$ cat config.mk
export PLATFORM = sky130hd
export DESIGN_NAME = uart_tx_arbiter
export DESIGN_NICKNAME = d
export VERILOG_FILES = /design/src/rtl/uart_tx_arbiter.sv
export SDC_FILE = /design/constraint.sdc
export NUM_CORES = 1
export LEC_CHECK = 0
export CAP_MARGIN = 20
export CORE_UTILIZATION = 40
export DETAILED_ROUTE_END_ITERATION = 16
export PLACE_DENSITY = 0.75
export SYNTH_ARGS = -nofsm -noshare
export SYNTH_HDL_FRONTEND = slang
export SYNTH_SLANG_ARGS = --single-unit
export TNS_END_PERCENT = 20
$ cat constraint.sdc
create_clock -name clk -period 2.9 [get_ports clk]
set_input_delay 0.58 -clock clk [delete_from_list [all_inputs] [get_ports clk]]
set_output_delay 0.58 -clock clk [all_outputs]
set_load 0.05 [all_outputs]
$ cat src/rtl/uart_tx_arbiter.sv
// rtl/uart_tx_arbiter.sv - round-robin arbiter sharing one UART transmitter among byte producers
module uart_tx_arbiter #(
    parameter int NUM_CLIENTS = 4,
    parameter int DATA_WIDTH  = 8,
    parameter int ID_WIDTH    = $clog2(NUM_CLIENTS)
) (
    input  logic                            clk,
    input  logic                            rst,
    input  logic [NUM_CLIENTS-1:0]          req_valid,
    input  logic [NUM_CLIENTS*DATA_WIDTH-1:0] req_data,
    output logic [NUM_CLIENTS-1:0]          req_ready,
    input  logic [NUM_CLIENTS-1:0]          client_en,
    output logic [DATA_WIDTH-1:0]           tx_data,
    output logic                            tx_valid,
    input  logic                            tx_ready,
    output logic [ID_WIDTH-1:0]             grant_id,
    output logic                            busy
);

    typedef enum logic [1:0] {IDLE, ISSUE, GUARD, BUSY} state_t;

    state_t                  state_q, state_d;
    logic [DATA_WIDTH-1:0]   tx_data_q, tx_data_d;
    logic                    tx_valid_q, tx_valid_d;
    logic                    busy_q, busy_d;
    logic [ID_WIDTH-1:0]     grant_id_q, grant_id_d;
    logic [ID_WIDTH-1:0]     last_q, last_d;

    logic [NUM_CLIENTS-1:0]  elig;
    logic                    any_elig;
    logic                    grant_ok;
    logic                    hi_found;
    logic [ID_WIDTH-1:0]     hi_winner, lo_winner, winner;
    logic [DATA_WIDTH-1:0]   hi_word, lo_word, win_word;

    // Clients above last win over clients at or below it; the lowest index wins in each half.
    always_comb begin
        elig      = req_valid & client_en;
        any_elig  = |elig;
        hi_found  = 1'b0;
        hi_winner = '0;
        lo_winner = '0;
        hi_word   = '0;
        lo_word   = '0;
        for (int i = NUM_CLIENTS - 1; i >= 0; i--) begin
            if (elig[i] && (i > int'(last_q))) begin
                hi_found  = 1'b1;
                hi_winner = ID_WIDTH'(i);
                hi_word   = req_data[i*DATA_WIDTH +: DATA_WIDTH];
            end
            if (elig[i] && (i <= int'(last_q))) begin
                lo_winner = ID_WIDTH'(i);
                lo_word   = req_data[i*DATA_WIDTH +: DATA_WIDTH];
            end
        end
        winner   = hi_found ? hi_winner : lo_winner;
        win_word = hi_found ? hi_word : lo_word;
    end

    assign grant_ok = !rst && (state_q == IDLE) && tx_ready && any_elig;

    always_comb begin
        req_ready = '0;
        for (int i = 0; i < NUM_CLIENTS; i++) begin
            if (grant_ok && (winner == ID_WIDTH'(i))) begin
                req_ready[i] = 1'b1;
            end
        end
    end

    always_comb begin
        state_d    = state_q;
        tx_data_d  = tx_data_q;
        grant_id_d = grant_id_q;
        last_d     = last_q;
        case (state_q)
            IDLE: begin
                if (grant_ok) begin
                    tx_data_d  = win_word;
                    grant_id_d = winner;
                    last_d     = winner;
                    state_d    = ISSUE;
                end
            end
            ISSUE: begin
                if (tx_ready) begin
                    state_d = GUARD;
                end
            end
            // One cycle blind to tx_ready while the transmitter's registered ready falls.
            GUARD:   state_d = BUSY;
            BUSY: begin
                if (tx_ready) begin
                    state_d = IDLE;
                end
            end
            default: state_d = IDLE;
        endcase
        tx_valid_d = (state_d == ISSUE);
        busy_d     = (state_d != IDLE);
    end

    always_ff @(posedge clk or posedge rst) begin
        if (rst) begin
            state_q    <= IDLE;
            tx_data_q  <= '0;
            tx_valid_q <= 1'b0;
            busy_q     <= 1'b0;
            grant_id_q <= '0;
            last_q     <= ID_WIDTH'(NUM_CLIENTS - 1);
        end else begin
            state_q    <= state_d;
            tx_data_q  <= tx_data_d;
            tx_valid_q <= tx_valid_d;
            busy_q     <= busy_d;
            grant_id_q <= grant_id_d;
            last_q     <= last_d;
        end
    end

    assign tx_data  = tx_data_q;
    assign tx_valid = tx_valid_q;
    assign busy     = busy_q;
    assign grant_id = grant_id_q;

endmodule

==> results of run 1 <==
[what timing repair did]
action	CTS	global route
buffers inserted	0	0
resized for setup	0	4
hold buffers	0	0
setup endpoints to repair	0	4
[final cells by class]
class                      count  share of cell area (%)
sequential                    16                    18.7
tap                           46                    2.67
multi-input combinational    117                    45.4
clock buffer                   4                    1.68
timing repair buffer          67                    31.4
inverter                       1                   0.174
[registers in the layout, summed over array words and instances, names as in the netlist]
| signal | cells |
|---|---|
| tx_valid | 1 |
| busy | 1 |
| grant_id | 2 |
| state_q | 2 |
| last_q | 2 |
| tx_data | 8 |
[metrics by stage]
step | cells | hold WS (ps) | setup WS [ps] | cell area, µm² | power, mW
6_report | 251 | 498 | 89.2 | 2150 | 1.65
5_1_grt | 251 | 523 | 11.3 | 2150 | 1.74
4_1_cts | 251 | 499 | 22.8 | 2130 | 1.63
3_5_place_dp | 247 | 483 | 37.8 | 2100 | 1.49
3_3_place_gp | 247 | 467 | 121 | 2100 | 1.46
2_1_floorplan | 147 | 492 | 162 | 1440 | 1.17
[where the power goes]
group          internal, mW  leakage, nW  total, mW  switching [mW]
Combinational         0.433        0.654       1.02           0.585
Sequential            0.344        0.168      0.488           0.144
Clock                0.0763       0.0210      0.143          0.0670
[synthesized netlist by cell type (4+ instances only)]
master	number
a21oi_1	4
a221oi_2	6
a311oi_1	8
and4_1	9
buf_2	5
buf_4	4
dfrtp_1	14
mux2_4	8
nand2_1	8
nor2_1	18
o21a_1	10
o221ai_1	9
o22ai_1	8
[metal layers]
metal  share of wire [%]  vias to the layer above
li1                    -                      717
met1                  44                      717
met2                  50                       56
met3                 5.3                        4
met4                0.59                        0
met5                   0                        -
[cells by family (layout without fill, tap and decap cells)]
| group | count (synthesis) | in the layout | share of synthesized area (%) |
|---|---|---|---|
| DFF | 16 | 16 | 28.0 |
| muxes | 8 | 8 | 8.33 |
| buffers and inverters | 14 | 72 | 6.16 |
| and+or+nand+nor | 48 | 48 | 20.3 |
| AOI/OAI and AO/OA | 60 | 60 | 36.6 |
| xor gates and xnor gates | 1 | 1 | 0.608 |
[layout by cell type (no fill, tap or decap), types with 8 or more instances in the layout]
cell type        instances
a311oi_1                 8
and4_1                   9
buf_4                   10
clkdlybuf4s50_1         54
dfrtp_1                 14
mux2_4                   8
nand2_1                  8
nor2_1                  17
o21a_1                  10
o221ai_1                 9
o22ai_1                  8
[worst paths after layout]
kind	cells after the start	slack (ps)	startpoint	endpoint
worst min-delay path	1	500	grant_id[0]	grant_id[0]
worst min register to register	1	500	grant_id[0]	grant_id[0]
worst max register to register	5	910	last_q[1]	tx_data[1]
worst max-delay path	6	90	client_en[1]	req_ready[2]
min in group asynchronous	2	760	rst	tx_valid
max in group asynchronous	2	1770	rst	tx_data[2]
[critical path, stage by stage]
cell             delay [ps]
clkdlybuf4s50_1         570
o211a_4                 220
o221ai_1                180
or2_2                   340
nor2b_1                 140
buf_4                   190
==> summary.txt, run 1 <==
Status
  – Status: finished clean

Drt
  – WL final: 4220 µm
  – Antenna-violating nets left: 0
  – Initial DRC Count: 119
  – Via-per-instance ratio: 5.95
  – DR pass1 iterations: 4
  – DR WL/cell: 16.8 µm
  – Vias: 1494
  – # DRC: 0

Critical path
  – CP endpoint kind: primary output
  – Worst setup SP type: input port
  – Max Fanout on Critical Path: 5
  – Worst path required time: 2320 ps
  – Worst EP arrival: 2230 ps
  – CP Class: input port to primary output

STA
  – Slew HR: 55.4%
  – Max Slew Vio Count: 0
  – Final Setup Violations: 0
  – RSZ-0062 raised after global routing: no
  – Fin crit share: 96.9%
  – Min cycle time layout: 2810 ps
  – Fmax: 356 MHz
  – Layout Skew: 1.66 ps
  – Slew @ Worst Pin: 667 ps
  – Final Hold Violating Endpoints: 0
  – Setup TNS after final layout: 0 ps

Layout
  – Register area: 403 µm²
  – # fillers: 282
  – Fin nets: 249
  – Antenna cells: 0
  – Multi-input gate area: 978 µm²
  – Layout area overhead: 49.5%
  – Layout cells sized above 1: 21.0%
  – Final core utilization: 63.6%

Synth
  – Top cell type's share of synthesized area: 24.3%
  – Dominant synthesized flop cell: dfrtp_1
  – Sequential fraction of the synthesis area: 28.0%
  – FFs w/ async S/R, synth: 100%
  – Mean post-synth cell area: 9.81 µm²
  – Netlist cell types: 42
  – FF+latch count, synth: 16
  – Number of synthesis warnings: 0
  – Post-synth top area cell: dfrtp_1
  – Post-Syn Area: 0.00144 mm²
  – Syn Inst Count: 147
  – Top cells by area, synth: dfrtp_1, mux2_4, a221oi_2, and4_1, o221ai_1
  – Post-synth EDFFs: 0
  – Post-Syn Nets: 190

Die
  – Die height: 62.0 µm
  – DIE AREA: 0.00385 mm²
  – Initial Utilization: 42.5%
  – Num ports: 59
  – Die Wd: 62.0 µm
  – Core area: 0.00339 mm²
  – # rows: 21

Clocking
  – Clock Sinks: 16
  – CTS tree: done
  – CTS root buffer: clkbuf_4
  – CTS Buf Count: 3
  – Later-pin clock latency in the skew report: 280 ps
  – Clock Pin Slew Worst Setup and Hold Paths: 90 ps
  – Bufs on Longest Clock Path: 2
  – CTS H-tree depth: 1

Global route
  – First-pass GRT wire length: 6710 µm
  – GRT Util Overall: 23.4%
  – Busiest grt layer: met2
  – GR met2 Demand/Resource: 39.8%
  – Largest net degree at the start of global routing: 21
  – Gr ovfl total: 0
  – Antenna violations before repair: 0
  – Number of global-route vias before repair: 1470
  – Met3 Track Usage GR: 2.69%
  – Met1 Usage GRT: 30.5%

Place
  – Final RePlAce weighted congestion: 0.833
  – Final HPWL DP: 3300 µm
  – Port Buffer Count: 58

Power and ir drop
  – Lkg Pwr: 0.843 nW
  – Pwr dens: 765 mW/mm²
  – Peak VDD IR: 254 µV

Job
  – Max-Cap Viols: 0

Hold path
  – Min-delay worst type: flip-flop to flip-flop
Note: power is estimated with default switching activity, not from simulation.
==> inputs of run 2 (changes only) <==
--- a/config.mk
+++ b/config.mk
@@ -6,9 +6,11 @@
 export NUM_CORES = 1
 export LEC_CHECK = 0
 export CAP_MARGIN = 20
+export CORE_MARGIN = 4
 export CORE_UTILIZATION = 40
 export DETAILED_ROUTE_END_ITERATION = 16
 export PLACE_DENSITY = 0.75
+export SKIP_CTS_REPAIR_TIMING = 1
 export SYNTH_ARGS = -nofsm -noshare
 export SYNTH_HDL_FRONTEND = slang
 export SYNTH_SLANG_ARGS = --single-unit
==> run 2 against run 1 <==
  * Flip-flop and latch count stayed put
  * Sequential power about the same
  * Fmax grew 1.7%
  * Die area increased by 20%
  * Combinational power about the same
  * Total power up 0.18%
  * Sequential share of layout area is 0.13 points higher
  * Via count decreased by 0.47%
  * Hold slack got worse by 10 ps
  * Clock power up 3%
  * Critical path type unchanged
  * Critical endpoint is now req_ready[3]
  * Largest cell class unchanged
==> summary.txt, run 2 (synthesis results as in run 1) <==
STA
  – Final Hold Violating Endpoints: 0 (unchanged)
  – Fin crit share: 95.3% (-1.6 points)
  – Slew HR: 60.3% (+5.0 points)
  – Fmax: 362 MHz (+1.7%)
  – Min cycle time layout: 2760 ps (-46.1 ps)
  – Setup TNS after final layout: 0 ps (unchanged)
  – Max Slew Vio Count: 0 (unchanged)
  – Layout Skew: 3.22 ps (+1.56 ps)
  – Final Setup Violations: 0 (unchanged)
  – Slew @ Worst Pin: 595 ps (-72.1 ps)
  – RSZ-0062 raised after global routing: no

Power and ir drop
  – Sw Share: 48.1% (-0.12 points)
  – Total design power: 1.65 mW (+0.18%)
  – Sequential Power Share: 29.4% (-0.2 points)
  – Lkg Pwr: 0.858 nW (+1.8%)
  – Pint: 857 µW (+0.41%)
  – Peak VDD IR: 254 µV (-0.11%)
  – Clock Power Share: 8.9% (+0.2 points)
  – NetSw: 795 µW (about the same)
  – Pwr dens: 765 mW/mm² (about the same)
  – Combinational share of power: 61.7% (about the same)

Layout
  – Multi-input gate area: 965 µm² (-1.4%)
  – Number of flip-flops in the largest register: 8 (unchanged)
  – Fin area: 0.00216 mm² (+0.23%)
  – Antenna cells: 0 (unchanged)
  – Most common cell after layout, fill and taps aside: clkdlybuf4s50_1
  – Most frequent cells in the layout: clkdlybuf4s50_1, nor2_1, dfrtp_1
  – # fillers: 302 (+7.1%)
  – Fin nets: 251 (+0.80%)
  – Register area: 407 µm² (+0.93%)
  – Final core utilization: 63.2% (-0.34 points)
  – Layout area overhead: 49.8%
  – Layout cells sized above 1: 20.3% (-0.69 points)

Global route
  – Largest net degree at the start of global routing: 21 (unchanged)
  – Gr ovfl total: 0 (unchanged)
  – Met1 Usage GRT: 26.4% (-4.1 points)
  – Met3 Track Usage GR: 1.97% (-0.72 points)
  – GR met2 Demand/Resource: 32.5% (-7.3 points)
  – First-pass GRT wire length: 7050 µm (+5.1%)
  – Number of global-route vias before repair: 1503 (+2.2%)
  – Busiest grt layer: met2
  – GRT Util Overall: 19.7% (-3.7 points)
  – Antenna violations before repair: 0 (unchanged)

Drt
  – Vias: 1487 (-0.47%)
  – DR WL/cell: 17.5 µm (+4.4%)
  – Antenna-violating nets left: 0 (unchanged)
  – Initial DRC Count: 106 (-11%)
  – WL final: 4440 µm (+5.2%)
  – DR pass1 iterations: 4 (unchanged)
  – # DRC: 0 (unchanged)
  – Via-per-instance ratio: 5.88 (-1.3%)

Critical path
  – Worst setup SP type: input port
  – CP cell instances: clkdlybuf4s50_1, o211a_1, o221ai_1, or2_2, nor2_1, buf_12
  – Max Fanout on Critical Path: 4 (-1)
  – Worst EP arrival: 2180 ps (-50 ps)
  – R2R Path End: tx_data[6]
  – CP endpoint kind: primary output
  – Worst reg2reg path depth: 5 (unchanged)
  – CP Class: input port to primary output
  – Slowest stage delay, CP: 480 ps (-90 ps)
  – Worst path required time: 2320 ps (about the same)
  – Worst r2r src: last_q[1]
  – Slowest cell on the critical path: clkdlybuf4s50_1
  – R2R Setup Slk: 940 ps (+30 ps)

Hold path
  – Min-Delay Path Depth: 2 (+1)
  – WHS Endpoint: grant_id[1]
  – Min-delay worst type: flip-flop to flip-flop
  – Worst Hold Launch: grant_id[1]

Die
  – Core area: 0.00342 mm² (+0.78%)
  – # rows: 21 (unchanged)
  – Num ports: 59 (unchanged)
  – Die Wd: 68.0 µm (+9.7%)
  – DIE AREA: 0.00463 mm² (+20%)
  – Initial Utilization: 42.2% (-0.33 points)
  – Die height: 68.0 µm (+9.7%)

Place
  – DP Area: 0.00211 mm² (+0.72%)
  – Port Buffer Count: 58 (unchanged)
  – Final RePlAce weighted congestion: 0.855 (+2.6%)
  – Final HPWL DP: 3570 µm (+8.2%)

Clocking
  – Later-pin clock latency in the skew report: 290 ps (about the same)
  – Clock Sinks: 16 (unchanged)
  – Bufs on Longest Clock Path: 2 (unchanged)
  – CTS root buffer: clkbuf_4
  – CTS Buf Count: 3 (unchanged)
  – CTS H-tree depth: 1 (unchanged)
  – CTS tree: done
  – Clock Pin Slew Worst Setup and Hold Paths: 90 ps (about the same)

Status
  – Status: finished clean

Job
  – Max-Cap Viols: 0 (unchanged)
## run 2: changes by cell type in the layout (fill, tap and decap cells not counted)
cell / before / now
nor2_2: 1 / 0
a21oi_1: 3 / 4
nor2_1: 17 / 18
o211a_4: 1 / 0
dfstp_4: 0 / 1
dfstp_2: 2 / 1
buf_4: 10 / 12
a21oi_2: 1 / 0
o211a_1: 0 / 1
## run 2: layer usage
| layer | wire length [µm] | share of wire, % | vias to the layer above |
|---|---|---|---|
| met1 | 1930 | 43 | 693 |
| met2 | 2170 | 49 | 65 |
| met4 | 40 | 0.90 | 0 |
| met5 | 0 | 0 | - |
| met3 | 299 | 6.7 | 4 |
| li1 | - | - | 725 |
## run 2: how the worst max path moves through the flow
stage / slack (ps) / endpoint / from / cells after the start
after floorplan: 160 / req_ready[1] / last_q[1] / 6
after global placement: 190 / req_ready[3] / client_en[1] / 6
after detailed placement: 120 / req_ready[0] / tx_ready / 6
after CTS: 100 / req_ready[3] / last_q[1] / 5
after global routing: 30 / req_ready[3] / last_q[1] / 5
final: 140 / req_ready[3] / client_en[1] / 6
## run 2: cell type report
| class | instances | share of cell area (%) |
|---|---|---|
| sequential | 16 | 18.8 |
| multi-input combinational | 117 | 44.7 |
| tap | 46 | 2.67 |
| clock buffer | 4 | 1.68 |
| timing repair buffer | 69 | 32.0 |
| inverter | 1 | 0.174 |
## run 2: through the flow
step | std cells | setup WS [ps] | hold slack [ps]
6_report | 253 | 135 | 488
5_1_grt | 253 | 25.9 | 527
4_1_cts | 253 | 101 | 495
3_5_place_dp | 249 | 122 | 468
3_3_place_gp | 249 | 188 | 464
2_1_floorplan | 147 | 162 | 492
## run 2: worst max-delay path, delay by kind of cell
kind,cells,cell delay (ps)
AOI/OAI and AO/OA,2,420
buffers and inverters,2,650
and+or+nand+nor,2,540
## run 2: power groups by stage
| stage | sequential [mW] | combinational, mW | clock, mW |
|---|---|---|---|
| detailed placement | 0.482 | 1.01 | 0 |
| floorplan | 0.705 | 0.461 | 0 |
| finish | 0.486 | 1.02 | 0.147 |
| global route | 0.509 | 1.08 | 0.158 |
| global placement | 0.469 | 0.997 | 0 |
| CTS | 0.477 | 1.02 | 0.150 |
==> inputs of run 3 (changes only) <==
--- a/config.mk
+++ b/config.mk
@@ -9,6 +9,7 @@
 export CORE_MARGIN = 4
 export CORE_UTILIZATION = 40
 export DETAILED_ROUTE_END_ITERATION = 16
+export HOLD_SLACK_MARGIN = 0.15
 export PLACE_DENSITY = 0.75
 export SKIP_CTS_REPAIR_TIMING = 1
 export SYNTH_ARGS = -nofsm -noshare
==> constraint.sdc (replaced) <==
create_clock -name clk -period 2.6 [get_ports clk]
set_input_delay 0.52 -clock clk [delete_from_list [all_inputs] [get_ports clk]]
set_output_delay 0.52 -clock clk [all_outputs]
set_load 0.05 [all_outputs]
==> run 3 against run 2 <==
  * Hold slack gained 15 ps
  * Clock-buffer cell count did not move
  * Clock power grew 8%
  * Via count grew 5.6%
  * Clock skew shrank 1.7 ps
  * Cell count rose by 2.0%
  * Non-clock buffer count is 5 higher
  * Register-to-register slack worse by 270 ps
  * First-iteration DRC count up 38%
  * Die area did not move
  * Cell area rose by 3.0%
  * Largest cell class unchanged
==> summary.txt, run 3 (synthesis results as in run 1) <==
Critical path
  – Max Fanout on Critical Path: 4 (unchanged)
  – CP endpoint kind: primary output
  – Slowest cell on the critical path: clkdlybuf4s50_1
  – Worst EP arrival: 2000 ps (-180 ps)
  – Worst path required time: 2080 ps (-240 ps)
  – Worst reg2reg path depth: 5 (unchanged)
  – CP cell instances: clkdlybuf4s50_1, nand2_1, a21boi_2, a211o_1, a21oi_2, buf_12
  – CP Class: input port to primary output
  – Worst setup SP type: input port
  – Slowest stage delay, CP: 560 ps (+80 ps)

Job
  – Max-Cap Viols: 0 (unchanged)

Global route
  – Antenna violations before repair: 0 (unchanged)
  – GRT Util Overall: 20.0% (+0.33 points)
  – Gr ovfl total: 0 (unchanged)
  – First-pass GRT wire length: 7130 µm (+1.2%)
  – Number of global-route vias before repair: 1570 (+4.5%)
  – Largest net degree at the start of global routing: 21 (unchanged)

Hold path
  – Min-delay worst type: flip-flop to flip-flop
  – Min-Delay Path Depth: 2 (unchanged)

Power and ir drop
  – Total design power: 1.89 mW (+14%)
  – Peak VDD IR: 609 µV (+140%)
  – Lkg Pwr: 0.877 nW (+2.2%)
  – Sw Share: 48.4% (+0.30 points)
  – Clock Power Share: 8.4% (-0.5 points)
  – NetSw: 916 µW (+15%)
  – Pwr dens: 850 mW/mm² (+11%)
  – Combinational share of power: 63.4% (+1.7 points)
  – Sequential Power Share: 28.2% (-1.2 points)
  – Pint: 975 µW (+14%)

Clocking
  – Clock Sinks: 16 (unchanged)
  – CTS H-tree depth: 1 (unchanged)
  – CTS Buf Count: 3 (unchanged)
  – CTS root buffer: clkbuf_4
  – Bufs on Longest Clock Path: 2 (unchanged)
  – Later-pin clock latency in the skew report: 280 ps (about the same)
  – Clock Pin Slew Worst Setup and Hold Paths: 90 ps (about the same)
  – CTS tree: done

Layout
  – Antenna cells: 0 (unchanged)
  – # fillers: 279 (-7.6%)
  – Layout cells sized above 1: 25.5% (+5.2 points)
  – Layout area overhead: 54.3%
  – Final core utilization: 65.1% (+1.9 points)
  – Most frequent cells in the layout: clkdlybuf4s50_1, nor2_1, buf_4
  – Most common cell after layout, fill and taps aside: clkdlybuf4s50_1
  – Number of flip-flops in the largest register: 8 (unchanged)
  – Fin area: 0.00222 mm² (+3.0%)
  – Fin cells: 258 (+2.0%)
  – Fin nets: 256 (+2.0%)

Die
  – DIE AREA: 0.00463 mm² (unchanged)
  – Num ports: 59 (unchanged)
  – # rows: 21 (unchanged)
  – Die Wd: 68.0 µm (unchanged)
  – Initial Utilization: 42.2% (unchanged)
  – Die height: 68.0 µm (unchanged)
  – Core area: 0.00342 mm² (unchanged)

Drt
  – Initial DRC Count: 146 (+38%)
  – DR WL/cell: 18.3 µm (+4.2%)
  – Antenna-violating nets left: 0 (unchanged)
  – Via-per-instance ratio: 6.09 (+3.6%)
  – WL final: 4710 µm (+6.3%)
  – Vias: 1571 (+5.6%)
  – # DRC: 0 (unchanged)
  – DR pass1 iterations: 4 (unchanged)

STA
  – Final Hold Violating Endpoints: 0 (unchanged)
  – Min cycle time layout: 2520 ps
  – Slew @ Worst Pin: 635 ps (+40.7 ps)
  – Final Setup Violations: 0 (unchanged)
  – Slew HR: 57.5% (-2.9 points)
  – Max Slew Vio Count: 0 (unchanged)
  – Fmax: 396 MHz
  – WHS: 503 ps (+15.0 ps)
  – Layout Skew: 1.55 ps (-1.67 ps)
  – RSZ-0062 raised after global routing: yes
  – Fin crit share: 97.1%

Status
  – Status: finished clean

Place
  – Final HPWL DP: 3620 µm (+1.4%)
  – Placed Cells incl. Taps: 253 (+1.6%)
  – Final RePlAce weighted congestion: 0.930 (+8.8%)
  – Port Buffer Count: 58 (unchanged)
  – DP Area: 0.00214 mm² (+1.6%)
## run 3: metal layers
| layer | global-route usage (%) | part of all wire, % | up-vias |
|---|---|---|---|
| li1 | - | - | 731 |
| met1 | 24.7 | 40 | 741 |
| met2 | 35.7 | 50 | 89 |
| met3 | 4.93 | 8.0 | 10 |
| met4 | 2.98 | 1.2 | 0 |
| met5 | 0 | 0 | - |
## run 3: final timing paths
kind                              start           end  slack, ps
hold reg to reg             grant_id[1]   grant_id[1]        500
max in group asynchronous           rst     last_q[0]       1520
setup reg to reg              last_q[1]    tx_data[6]        670
min in group asynchronous           rst      tx_valid        700
setup / recovery           client_en[3]  req_ready[1]         80
hold / removal              grant_id[1]   grant_id[1]        500
## run 3: stage by stage
step           setup WS, ps  TNS (ps)
2_1_floorplan         -15.6     -15.6
3_3_place_gp           1.61         0
3_5_place_dp          -49.2     -81.2
4_1_cts               -61.5      -117
5_1_grt               -16.1     -23.6
6_report               75.1         0
## run 3: final cells by class
type	instances	area, µm²	share of cell area [%]
Tap cell	46	57.6	2.59
Timing Repair Buffer	74	728	32.7
Clock buffer	4	36.3	1.63
Inverter	1	3.75	0.169
Multi-Input combinational cell	117	996	44.8
Sequential cell	16	403	18.1
## run 3: worst max-delay path, delay by kind of cell
family	cells	cell delay [ps]
buf+inv	2	720
simple gates	1	100
compound gates	3	660
## run 3: power by group through the flow
stage	registers, mW	clock network, mW	logic [mW]
after floorplan	0.786	0	0.516
after global placement	0.515	0	1.14
after detailed placement	0.525	0	1.17
after CTS	0.521	0.160	1.17
after global routing	0.556	0.173	1.27
final	0.533	0.159	1.20
